### src/rtl/seg_scan_mux.sv
// Time-multiplexed scanner for a common-anode seven-segment display: picks one
// nibble per slot for the downstream decoder and drives the digit anodes itself.
module seg_scan_mux #(
  parameter int DIGITS       = 4,
  parameter int PRESCALE     = 50000,
  parameter int BLANK_CYCLES = 64
) (
  input  logic                  clk,
  input  logic                  rst_n,
  input  logic                  load,
  input  logic [4*DIGITS-1:0]   value_in,
  input  logic [DIGITS-1:0]     dp_in,
  input  logic                  lz_en,
  output logic [3:0]            num_out,
  output logic                  dp_out,
  output logic [DIGITS-1:0]     digit_an_n,
  output logic                  frame_start
);

  localparam int CW = (PRESCALE > 1) ? $clog2(PRESCALE) : 1;
  localparam int IW = (DIGITS > 1) ? $clog2(DIGITS) : 1;
  localparam int VW = 4 * DIGITS;
  localparam logic [CW-1:0] CNT_LAST = CW'(PRESCALE - 1);
  localparam logic [IW-1:0] IDX_LAST = IW'(DIGITS - 1);

  logic [CW-1:0]     cnt_reg, cnt_next;
  logic [IW-1:0]     idx_reg, idx_next;
  logic [VW-1:0]     disp_val_reg, disp_val_next;
  logic [DIGITS-1:0] disp_dp_reg, disp_dp_next;
  logic [VW-1:0]     pend_val_reg, pend_val_next;
  logic [DIGITS-1:0] pend_dp_reg, pend_dp_next;
  logic              pend_valid_reg, pend_valid_next;

  logic [3:0]        num_reg, num_next;
  logic              dp_reg, dp_next;
  logic [DIGITS-1:0] an_reg, an_next;
  logic              fs_reg, fs_next;

  logic              slot_wrap;
  logic              frame_wrap;
  logic              suppress_sel;
  logic              lit;
  logic [3:0]        disp_nib [DIGITS];
  logic [DIGITS-1:0] suppress;

  // A digit is blank-suppressed only if it and everything above it is zero
  // and its own decimal point is off; digit 0 always shows.
  generate
    for (genvar gi = 0; gi < DIGITS; gi++) begin : g_digit
      assign disp_nib[gi] = disp_val_reg[4*gi +: 4];
      if (gi == 0) begin : g_lsd
        assign suppress[gi] = 1'b0;
      end else begin : g_upper
        assign suppress[gi] = lz_en && (disp_val_reg[VW-1:4*gi] == '0) && !disp_dp_reg[gi];
      end
    end
  endgenerate

  always_comb begin
    slot_wrap  = (cnt_reg == CNT_LAST);
    frame_wrap = slot_wrap && (idx_reg == IDX_LAST);
    cnt_next   = slot_wrap ? '0 : cnt_reg + 1'b1;
    idx_next   = idx_reg;
    if (slot_wrap) begin
      idx_next = (idx_reg == IDX_LAST) ? '0 : idx_reg + 1'b1;
    end
  end

  // Display only changes at the frame boundary so a frame never mixes values;
  // a load on that same cycle re-arms pending for the following frame.
  always_comb begin
    disp_val_next   = disp_val_reg;
    disp_dp_next    = disp_dp_reg;
    pend_val_next   = pend_val_reg;
    pend_dp_next    = pend_dp_reg;
    pend_valid_next = pend_valid_reg;
    if (frame_wrap && pend_valid_reg) begin
      disp_val_next   = pend_val_reg;
      disp_dp_next    = pend_dp_reg;
      pend_valid_next = 1'b0;
    end
    if (load) begin
      pend_val_next   = value_in;
      pend_dp_next    = dp_in;
      pend_valid_next = 1'b1;
    end
  end

  always_comb begin
    num_next     = 4'h0;
    dp_next      = 1'b0;
    suppress_sel = 1'b0;
    for (int i = 0; i < DIGITS; i++) begin
      if (idx_reg == IW'(i)) begin
        num_next     = disp_nib[i];
        dp_next      = disp_dp_reg[i];
        suppress_sel = suppress[i];
      end
    end
    lit = (int'(cnt_reg) >= BLANK_CYCLES) && !suppress_sel;
    for (int i = 0; i < DIGITS; i++) begin
      an_next[i] = !(lit && (idx_reg == IW'(i)));
    end
    fs_next = (idx_reg == '0) && (cnt_reg == '0);
  end

  always_ff @(posedge clk or negedge rst_n) begin
    if (!rst_n) begin
      cnt_reg        <= '0;
      idx_reg        <= '0;
      disp_val_reg   <= '0;
      disp_dp_reg    <= '0;
      pend_val_reg   <= '0;
      pend_dp_reg    <= '0;
      pend_valid_reg <= 1'b0;
      num_reg        <= 4'h0;
      dp_reg         <= 1'b0;
      an_reg         <= '1;
      fs_reg         <= 1'b0;
    end else begin
      cnt_reg        <= cnt_next;
      idx_reg        <= idx_next;
      disp_val_reg   <= disp_val_next;
      disp_dp_reg    <= disp_dp_next;
      pend_val_reg   <= pend_val_next;
      pend_dp_reg    <= pend_dp_next;
      pend_valid_reg <= pend_valid_next;
      num_reg        <= num_next;
      dp_reg         <= dp_next;
      an_reg         <= an_next;
      fs_reg         <= fs_next;
    end
  end

  assign num_out     = num_reg;
  assign dp_out      = dp_reg;
  assign digit_an_n  = an_reg;
  assign frame_start = fs_reg;

endmodule
### config.mk
export PLATFORM = sky130hd
export DESIGN_NAME = seg_scan_mux
export DESIGN_NICKNAME = d
export VERILOG_FILES = /design/src/rtl/seg_scan_mux.sv
export SDC_FILE = /design/constraint.sdc
export NUM_CORES = 1
export LEC_CHECK = 0
export ABC_AREA = 1
export CAP_MARGIN = 20
export CORE_UTILIZATION = 50
export CTS_CLUSTER_DIAMETER = 150
export DETAILED_ROUTE_END_ITERATION = 10
export GPL_TIMING_DRIVEN = 0
export PLACE_DENSITY = 0.72
export REMOVE_ABC_BUFFERS = 1
export SLEW_MARGIN = 20
export SYNTH_ARGS = -nofsm -noshare
export SYNTH_HDL_FRONTEND = slang
export SYNTH_SLANG_ARGS = --single-unit
export TNS_END_PERCENT = 5
### constraint.sdc
create_clock -name clk -period 1.55 [get_ports clk]
set_input_delay 0.465 -clock clk [delete_from_list [all_inputs] [get_ports clk]]
set_output_delay 0.465 -clock clk [all_outputs]
set_load 0.01 [all_outputs]
==> flow_metrics.py, run 1 <==
metrics = {
    "synth": {
        "yosys-top-cells-area": "dfrtp_1 50%, nand2_1 17%, nand4_1 4.4%",
        "synth_area_leader_cell": "dfrtp_1",
        "synthDistinctLibCells": 25,
        "yosysWarnings": 0,
        "seq_area_frac_synth_pct": 53.1,
        "synthCells": 394,
        "synth_top_area_share_pct": 49.9,
        "synth.ff_latch_count": 69,
        "syn_avg_cell_area_sq_um": 8.27,
        "synth_area_sq_um": 3260,
    },
    "global_route": {
        "grt_max_degree": 42,
        "track_usage_pct": 24.0,
        "grt_pass1_vias": 2551,
        "grt_pass1_wl_microns": 11900,
        "grt_antenna_before_repair": 0,
        "grt_overflow": 0,
    },
    "final_layout": {
        "final_cells": 517,
        "n_antenna_cell": 0,
        "multiInputGateArea_sq_um": 1410,
        "final_nets": 465,
        "drive_gt1_share_pct": 14.5,
        "final_cell_mix": "144 x nand2_1, 61 x dfrtp_1, 32 x nor2_1, 31 x inv_1, 24 x nand4_1",
        "regArea_sq_um": 1740,
        "final_common_cell": "nand2_1",
        "fill_cells": 533,
        "area_delta_synth_final_pct": 22.7,
    },
    "flow_run": {
        "drv_cap": 0,
    },
    "drt": {
        "wirelength_microns": 7250,
        "drc_errors": 0,
        "antenna_left": 0,
        "via_count": 2730,
        "drt_iter0_markers": 203,
        "via_per_inst": 5.28,
        "dr.pass1.iters": 4,
        "wl_per_cell_microns": 14.0,
    },
    "clock_network": {
        "root_buffer": "clkbuf_8",
        "cts_tree": "yes",
        "cts_sinks": 69,
        "cts_buffer_depth": 2,
        "worstSkewPairLatency_ps": 350,
        "cts.clk_slew.worst_paths_ps": 80,
        "cts_made_buffers": 9,
        "cts_hold_buf": 0,
        "h-tree-depth": 3,
    },
    "worst_setup_path": {
        "cp_max_fo": 26,
        "start_kind": "flip-flop",
        "required_ps": 1770,
        "criticalPathCategory": "flip-flop to flip-flop",
        "critPathArrivalTime_ps": 1710,
        "cp-end-kind": "flip-flop",
    },
    "timing": {
        "relSlewSlack_pct": 66.2,
        "rsz0062_at_grt": "true",
        "slew_viol_final": 0,
        "tightestPinTransition_ps": 507,
        "fmax_mhz": 672,
        "skew_ps": 9.27,
        "finalSetupViolations": 0,
        "final_hold_viol_count": 0,
        "min_period_ps": 1490,
        "fin_crit_sh_pct": 96.1,
    },
    "floorplan": {
        "die-area_sq_um": 6840,
        "die_w_microns": 82.7,
        "die_y_microns": 82.7,
        "initial_utilization_pct": 51.6,
        "rows": 29,
        "ios": 34,
        "coreArea_sq_um": 6310,
    },
    "placed_design": {
        "dp_cells": 490,
        "io_buffers": 33,
        "gp_congestion": 0.871,
        "dp_hpwl_microns": 4510,
    },
    "power": {
        "p_per_area_nw_per_um2": 881,
        "power.static_leakage_nw": 2.01,
        "vdd_drop_max_mv": 0.775,
        "p_total_mw": 3.52,
    },
    "hold_path": {
        "min_path_type": "input pin to async pin",
    },
    "run_status": {
        "status": "finished, final reports clean",
    },
}
power by group:
part | switching [mW] | leakage, nW | internal [mW]
logic | 0.0852 | 1.02 | 0.0766
registers | 0.0237 | 0.890 | 1.85
clock network | 0.702 | 0.0959 | 0.790
total | 0.811 | 2.01 | 2.71
metrics by stage:
step / util (%) / hold slack [ps] / instance area, sq um / setup TNS [ps] / setup slack (ps)
CTS: 61.9 / 33.1 / 3910 / 0 / 11.7
floorplan: - / 169 / 3150 / -5750 / -287
global route: 63.3 / 49.1 / 4000 / -356 / -47.0
finish: 63.3 / 27.8 / 4000 / 0 / 60.9
global placement: 56.7 / 456 / 3580 / -187310 / -2220
detailed placement: 57.0 / 412 / 3600 / -39560 / -981
cell usage after synthesis, drive strengths merged:
cell / count
o21ai: 7
buf: 8
nand2: 145
a21oi: 9
xor2: 7
o31ai: 1
inv: 36
ha: 6
o211ai: 4
and2: 1
nand4: 23
nand3: 25
dfstp: 4
dfrtp: 65
nor3: 4
clkbuf: 7
nor2: 42
metal layers:
| metal | part of all wire, % | vias up | track usage, % |
|---|---|---|---|
| met5 | 0 | - | 0 |
| met4 | 3.1 | 0 | 11.9 |
| met3 | 3.7 | 20 | 6.48 |
| met2 | 48 | 79 | 37.5 |
| met1 | 45 | 1293 | 30.8 |
| li1 | - | 1338 | - |
worst max-delay path, stage by stage (launching register included):
cell	delay (ps)
dfrtp_2	440
ha_4	350
inv_1	230
o211ai_1	190
o21ai_0	140
cell families after synthesis:
kind of cell / Yosys count / share of synthesized area, %
and+or+nand+nor: 240 / 31.7
DFF: 69 / 53.1
buffers and inverters: 51 / 7.37
AOI/OAI and AO/OA: 21 / 3.61
xor gates and xnor gates: 7 / 1.88
adders and majority gates: 6 / 2.30
cell type report:
cell class,instances,area share (%)
clock inverters,5,1.47
inverters,36,3.47
repair inverters,1,0.188
flip-flops and latches,69,43.4
clock buffers,11,3.54
well taps,77,2.41
repair buffers,42,10.2
multi-input cells,276,35.3
final timing paths:
kind / startpoint / endpoint / slack (ps) / cells after the start
worst max register to register: idx_reg[0]$_DFFE_PN0N_ / num_out[0]$_DFF_PN0_ / 60 / 4
worst min-delay path: rst_n / cnt_reg[12]$_DFF_PN0_ / 30 / 1
worst min register to register: pend_val_reg[6]$_DFFE_PN0P_ / pend_val_reg[6]$_DFFE_PN0P_ / 470 / 2
max in group asynchronous: rst_n / disp_val_reg[9]$_DFFE_PN0P_ / 980 / 2
min in group clk: pend_val_reg[6]$_DFFE_PN0P_ / pend_val_reg[6]$_DFFE_PN0P_ / 470 / 2
worst max-delay path: idx_reg[0]$_DFFE_PN0N_ / num_out[0]$_DFF_PN0_ / 60 / 4
repair_timing:
action                                  4_1_cts  5_1_grt
gates cloned                                  3        0
pin swaps                                     3        2
endpoints found under the setup margin       67       33
buffers inserted                              5        3
hold endpoints to repair                      0        0
gates resized for setup                      39       18
Note: power is estimated with default switching activity, not from simulation.
==> run 2: changes to the inputs <==
Settings changed: CAP_MARGIN 20 to unset.
Clock period 1.55 ns to 1.5 ns, I/O delays scaled along.
==> run 2 against run 1 <==
Fmax shrank 0.28%. Worst hold slack lost 22 ps. Die area is the same. Largest power group unchanged. First-iteration DRC count shrank 16%. Flip-flop and latch count is the same. Combinational power grew 3%. Power grew 3.4%. Global-route usage grew 0.071 points. Critical path depth grew 3. Sequential share of layout area shrank 1.2 points. Wire length grew 6.2%. Register-to-register slack lost 50 ps.
==> flow_metrics.py, run 2 (synthesis results as in run 1) <==
metrics = {
    "clock_network": {
        "cts_tree": "yes",
        "root_buffer": "clkbuf_8",
        "h-tree-depth": 3,
        "worstSkewPairLatency_ps": 360,
        "cts_sinks": 69,
        "cts_hold_buf": 0,
        "cts.clk_slew.worst_paths_ps": 70,
        "cts_made_buffers": 9,
        "cts_buffer_depth": 2,
    },
    "timing": {
        "tightestPinTransition_ps": 498,
        "fin_crit_sh_pct": 99.6,
        "final_hold_viol_count": 0,
        "setup_slack_ps": 6.70,
        "slew_viol_final": 0,
        "skew_ps": 8.36,
        "finalSetupViolations": 0,
        "min_period_ps": 1490,
        "relSlewSlack_pct": 66.8,
        "fmax_mhz": 670,
        "rsz0062_at_grt": "true",
        "tns_ps": 0,
    },
    "final_layout": {
        "drive_gt1_share_pct": 19.1,
        "final_cell_mix": "138 x nand2_1, 57 x dfrtp_1, 31 x nor2_1, 30 x inv_1, 24 x nand4_1",
        "final_common_cell": "nand2_1",
        "area_delta_synth_final_pct": 26.5,
        "n_antenna_cell": 0,
        "final_nets": 475,
        "fill_cells": 529,
    },
    "hold_path": {
        "min_path_type": "input pin to async pin",
    },
    "drt": {
        "dr.pass1.iters": 5,
        "wl_per_cell_microns": 14.6,
        "antenna_left": 0,
        "drt_iter0_markers": 171,
        "via_per_inst": 5.36,
        "via_count": 2823,
        "drc_errors": 0,
        "wirelength_microns": 7700,
    },
    "floorplan": {
        "die_y_microns": 82.7,
        "initial_utilization_pct": 51.6,
        "rows": 29,
        "die_w_microns": 82.7,
        "coreArea_sq_um": 6310,
        "die-area_sq_um": 6840,
        "ios": 34,
    },
    "worst_setup_path": {
        "ff2ff_setup_slack_ps": 7,
        "cp-end-kind": "flip-flop",
        "r2r_cells": 7,
        "start_kind": "flip-flop",
        "critPathArrivalTime_ps": 1740,
        "worst_r2r_startpoint": "cnt_reg[10]$_DFF_PN0_",
        "required_ps": 1750,
        "cp_max_fo": 5,
        "reg2reg_to": "disp_val_reg[7]$_DFFE_PN0P_",
        "criticalPathCategory": "flip-flop to flip-flop",
    },
    "global_route": {
        "grt_pass1_wl_microns": 11900,
        "grt_overflow": 0,
        "grt_max_degree": 42,
        "grt_pass1_vias": 2550,
        "track_usage_pct": 24.1,
        "grt_antenna_before_repair": 0,
    },
    "power": {
        "vdd_drop_max_mv": 0.681,
        "power.static_leakage_nw": 2.06,
        "p_per_area_nw_per_um2": 884,
    },
    "flow_run": {
        "drv_cap": 0,
    },
    "run_status": {
        "status": "finished, final reports clean",
    },
    "placed_design": {
        "dp_slack_ps": -1030,
        "gp_congestion": 0.871,
        "io_buffers": 33,
        "dp_hpwl_microns": 4510,
    },
}
run 2: changes by cell type in the layout (fill, tap and decap cells not counted), sizes merged:
cell | before | now
buf | 14 | 24
clkdlybuf4s15 | 1 | 2
dlygate4sd2 | 6 | 5
run 2: repair_timing:
| action | CTS | global route |
|---|---|---|
| endpoints found under the setup margin | 68 | 41 |
| pin swaps | 4 | 9 |
| cloned | 3 | 0 |
| resized for setup | 43 | 31 |
| buffers inserted | 5 | 13 |
run 2: final cells by class:
cell class	count	area [sq um]	share of cell area (%)
Inverter	36	139	3.37
Multi-Input combinational cell	276	1440	35.0
Sequential cell	69	1740	42.3
Tap cell	77	96.3	2.34
Clock buffer	11	141	3.43
Timing Repair Buffer	52	494	12.0
Clock inverter	5	58.8	1.43
Timing Repair inverter	1	7.51	0.182
run 2: how the worst max path moves through the flow:
stage                                       from                           end  slack, ps
after floorplan           idx_reg[0]$_DFFE_PN0N_    disp_dp_reg[0]$_DFFE_PN0P_       -340
after global placement                     rst_n  pend_val_reg[13]$_DFFE_PN0P_      -2260
after detailed placement  idx_reg[0]$_DFFE_PN0N_   disp_val_reg[6]$_DFFE_PN0P_      -1030
after CTS                 idx_reg[0]$_DFFE_PN0N_          num_out[3]$_DFF_PN0_        -10
after global routing        cnt_reg[8]$_DFF_PN0_   disp_val_reg[7]$_DFFE_PN0P_        -90
final                      cnt_reg[10]$_DFF_PN0_   disp_val_reg[7]$_DFFE_PN0P_          7
run 2: where the power goes:
part / internal [mW] / switching (mW)
clock network: 0.816 / 0.728
registers: 1.91 / 0.0253
logic: 0.0791 / 0.0875
total: 2.80 / 0.841
run 2: per-layer routing:
| metal | global-route usage, % | routed length (microns) | vias to the layer above |
|---|---|---|---|
| met5 | 0 | 0 | - |
| met4 | 11.6 | 189 | 0 |
| met3 | 6.37 | 426 | 20 |
| met2 | 37.6 | 3780 | 88 |
| met1 | 31.1 | 3310 | 1357 |
| li1 | - | - | 1358 |
run 2: through the flow:
step           hold slack, ps  util, %  power (mW)  instances  area, sq um
2_1_floorplan             154        -        2.01        379         3150
3_3_place_gp              456     56.7        2.13        489         3580
3_5_place_dp              397     57.0        2.14        490         3600
4_1_cts                  18.1     62.1        3.67        514         3920
5_1_grt                  23.5     65.3        3.79        527         4120
6_report                 5.59     65.3        3.64        527         4120
run 2: worst max-delay path: stages, from the launching register on:
cell     delay, ps
dfrtp_2        460
nor2_4         190
nand2_2         90
nor2_4         160
nand4_1        180
buf_4          210
nand2_1         60
nand2_1         50
==> run 3: changes to the inputs <==
Settings changed: CTS_CLUSTER_DIAMETER 150 to unset.
Clock period 1.5 ns to 1.7 ns, I/O delays scaled along.
==> run 3 against run 2 <==
Clock power decreased by 12%. Fmax decreased by 9.8%. Utilization shrank 3.0 points. Worst hold slack improved by 69 ps.
==> flow_metrics.py, run 3 (synthesis results as in run 1) <==
metrics = {
    "run_status": {
        "status": "finished, final reports clean",
    },
    "timing": {
        "rsz0062_at_grt": "true",
        "fmax_mhz": 604,
        "tns_ps": 0,
        "slew_viol_final": 0,
        "fin_crit_sh_pct": 97.4,
        "skew_ps": 8.59,
        "final_hold_viol_count": 0,
        "tightestPinTransition_ps": 790,
        "min_period_ps": 1660,
        "finalSetupViolations": 0,
        "holdWs_ps": 74.3,
        "relSlewSlack_pct": 47.3,
    },
    "global_route": {
        "track_usage_pct": 23.5,
        "grt_max_degree": 42,
        "grt_antenna_before_repair": 0,
        "grt_pass1_vias": 2478,
        "grt_overflow": 0,
        "grt_pass1_wl_microns": 11600,
    },
    "worst_setup_path": {
        "start_kind": "flip-flop",
        "critPathArrivalTime_ps": 1940,
        "critPathTopFamily": "simple AND/OR/NAND/NOR gates",
        "required_ps": 1990,
        "cp-end-kind": "flip-flop",
        "criticalPathCategory": "flip-flop to flip-flop",
        "ff2ff_setup_slack_ps": 40,
        "cp_max_fo": 7,
        "crit_top_cell": "nand2_1",
        "crit_chain": "inv_1 -> ha_2 -> inv_1 -> nor2_1 -> nand3_1 -> nand2_1 -> nand2_1 -> nand2_1 -> nand2_1 -> nand3_1",
        "crit_buf_inv": 2,
        "max_stage_delay_ps": 420,
        "cp_slowest_cell": "dfrtp_1",
    },
    "final_layout": {
        "final_cell_mix": "144 x nand2_1, 65 x dfrtp_1, 34 x inv_1, 34 x nor2_1, 24 x nand4_1",
        "final_nets": 465,
        "multiInputGateArea_sq_um": 1330,
        "fill_cells": 561,
        "final_common_cell": "nand2_1",
        "drive_gt1_share_pct": 11.1,
        "area_delta_synth_final_pct": 20.6,
        "n_antenna_cell": 0,
        "regArea_sq_um": 1730,
        "final_cells": 517,
    },
    "drt": {
        "wirelength_microns": 7150,
        "via_count": 2673,
        "via_per_inst": 5.17,
        "wl_per_cell_microns": 13.8,
        "antenna_left": 0,
        "drt_iter0_markers": 191,
        "dr.pass1.iters": 4,
        "drc_errors": 0,
    },
    "clock_network": {
        "cts_buffer_depth": 2,
        "cts_made_buffers": 9,
        "worstSkewPairLatency_ps": 350,
        "cts_sinks": 69,
        "root_buffer": "clkbuf_8",
        "cts_hold_buf": 0,
        "cts.clk_slew.worst_paths_ps": 80,
        "h-tree-depth": 3,
        "cts_tree": "yes",
    },
    "placed_design": {
        "dp_hpwl_microns": 4510,
        "io_buffers": 33,
        "dp_cells": 490,
        "gp_congestion": 0.871,
    },
    "floorplan": {
        "coreArea_sq_um": 6310,
        "rows": 29,
        "initial_utilization_pct": 51.6,
        "ios": 34,
        "die-area_sq_um": 6840,
        "die_w_microns": 82.7,
        "die_y_microns": 82.7,
    },
    "power": {
        "vdd_drop_max_mv": 0.566,
        "p_switching_mw": 0.734,
        "pwr-share-comb_pct": 4.6,
        "power.share.clock_pct": 42.3,
        "power.static_leakage_nw": 2.00,
        "p_sw_share_pct": 22.9,
        "p_int_mw": 2.47,
        "p_per_area_nw_per_um2": 816,
        "p_seq_share_pct": 53.1,
    },
    "hold_path": {
        "min_path_type": "input pin to async pin",
    },
    "flow_run": {
        "drv_cap": 0,
    },
}
-- run 3: cell count changes in the layout (fill, tap and decap cells not counted), sizes merged --
| cell | previous run | this run |
|---|---|---|
| buf | 24 | 10 |
| dlygate4sd2 | 5 | 10 |
| clkdlybuf4s15 | 2 | 1 |
-- run 3: final timing paths --
path / startpoint / end / depth (start not counted)
max in group asynchronous: rst_n / disp_val_reg[9]$_DFFE_PN0P_ / 2
max: idx_reg[1]$_DFFE_PN0N_ / digit_an_n[2]$_DFF_PN1_ / 10
min in group clk: pend_val_reg[6]$_DFFE_PN0P_ / pend_val_reg[6]$_DFFE_PN0P_ / 2
min reg2reg: pend_val_reg[6]$_DFFE_PN0P_ / pend_val_reg[6]$_DFFE_PN0P_ / 2
min: rst_n / cnt_reg[12]$_DFF_PN0_ / 1
max reg2reg: idx_reg[1]$_DFFE_PN0N_ / digit_an_n[2]$_DFF_PN1_ / 10
-- run 3: metrics by stage --
step | utilization, % | total power [mW] | area, sq um | setup slack, ps
3_5_place_dp | 57.0 | 1.88 | 3600 | -831
2_1_floorplan | - | 1.77 | 3150 | -137
6_report | 62.2 | 3.21 | 3930 | 44.8
4_1_cts | 60.8 | 3.24 | 3840 | 1.85
3_3_place_gp | 56.7 | 1.88 | 3580 | -2120
5_1_grt | 62.2 | 3.34 | 3930 | -80.2
-- run 3: what timing repair did --
action,CTS,global route
setup buffers,3,5
setup endpoints to repair,64,30
gates cloned,3,0
resized for setup,17,7
pin swaps,2,2
-- run 3: per-layer routing --
| layer | vias to the layer above | wire length (microns) | global-route usage (%) |
|---|---|---|---|
| met1 | 1244 | 3240 | 30.5 |
| met2 | 74 | 3400 | 36.5 |
| met3 | 16 | 326 | 6.04 |
| li1 | 1339 | - | - |
| met5 | - | 0 | 0 |
| met4 | 0 | 181 | 11.6 |
-- run 3: worst reg2reg max path: stages, from the launching register on --
cell,delay [ps]
dfrtp_1,420
inv_1,110
ha_2,260
inv_1,120
nor2_1,190
nand3_1,90
nand2_1,70
nand2_1,70
nand2_1,70
nand2_1,100
nand3_1,100
-- run 3: power groups by stage --
stage	Sequential [mW]	Combinational [mW]	Clock [mW]
floorplan	1.73	0.0429	0
global placement	1.74	0.139	0
detailed placement	1.74	0.148	0
CTS	1.70	0.153	1.38
global route	1.71	0.172	1.46
finish	1.70	0.147	1.36
-- run 3: cell type report --
cell class | instances | area share, %
Tap cell | 77 | 2.45
Multi-Input combinational cell | 276 | 33.9
Inverter | 36 | 3.53
Sequential cell | 69 | 44.1
Clock inverter | 5 | 1.50
Timing Repair inverter | 1 | 0.191
Clock buffer | 11 | 3.60
Timing Repair Buffer | 42 | 10.7
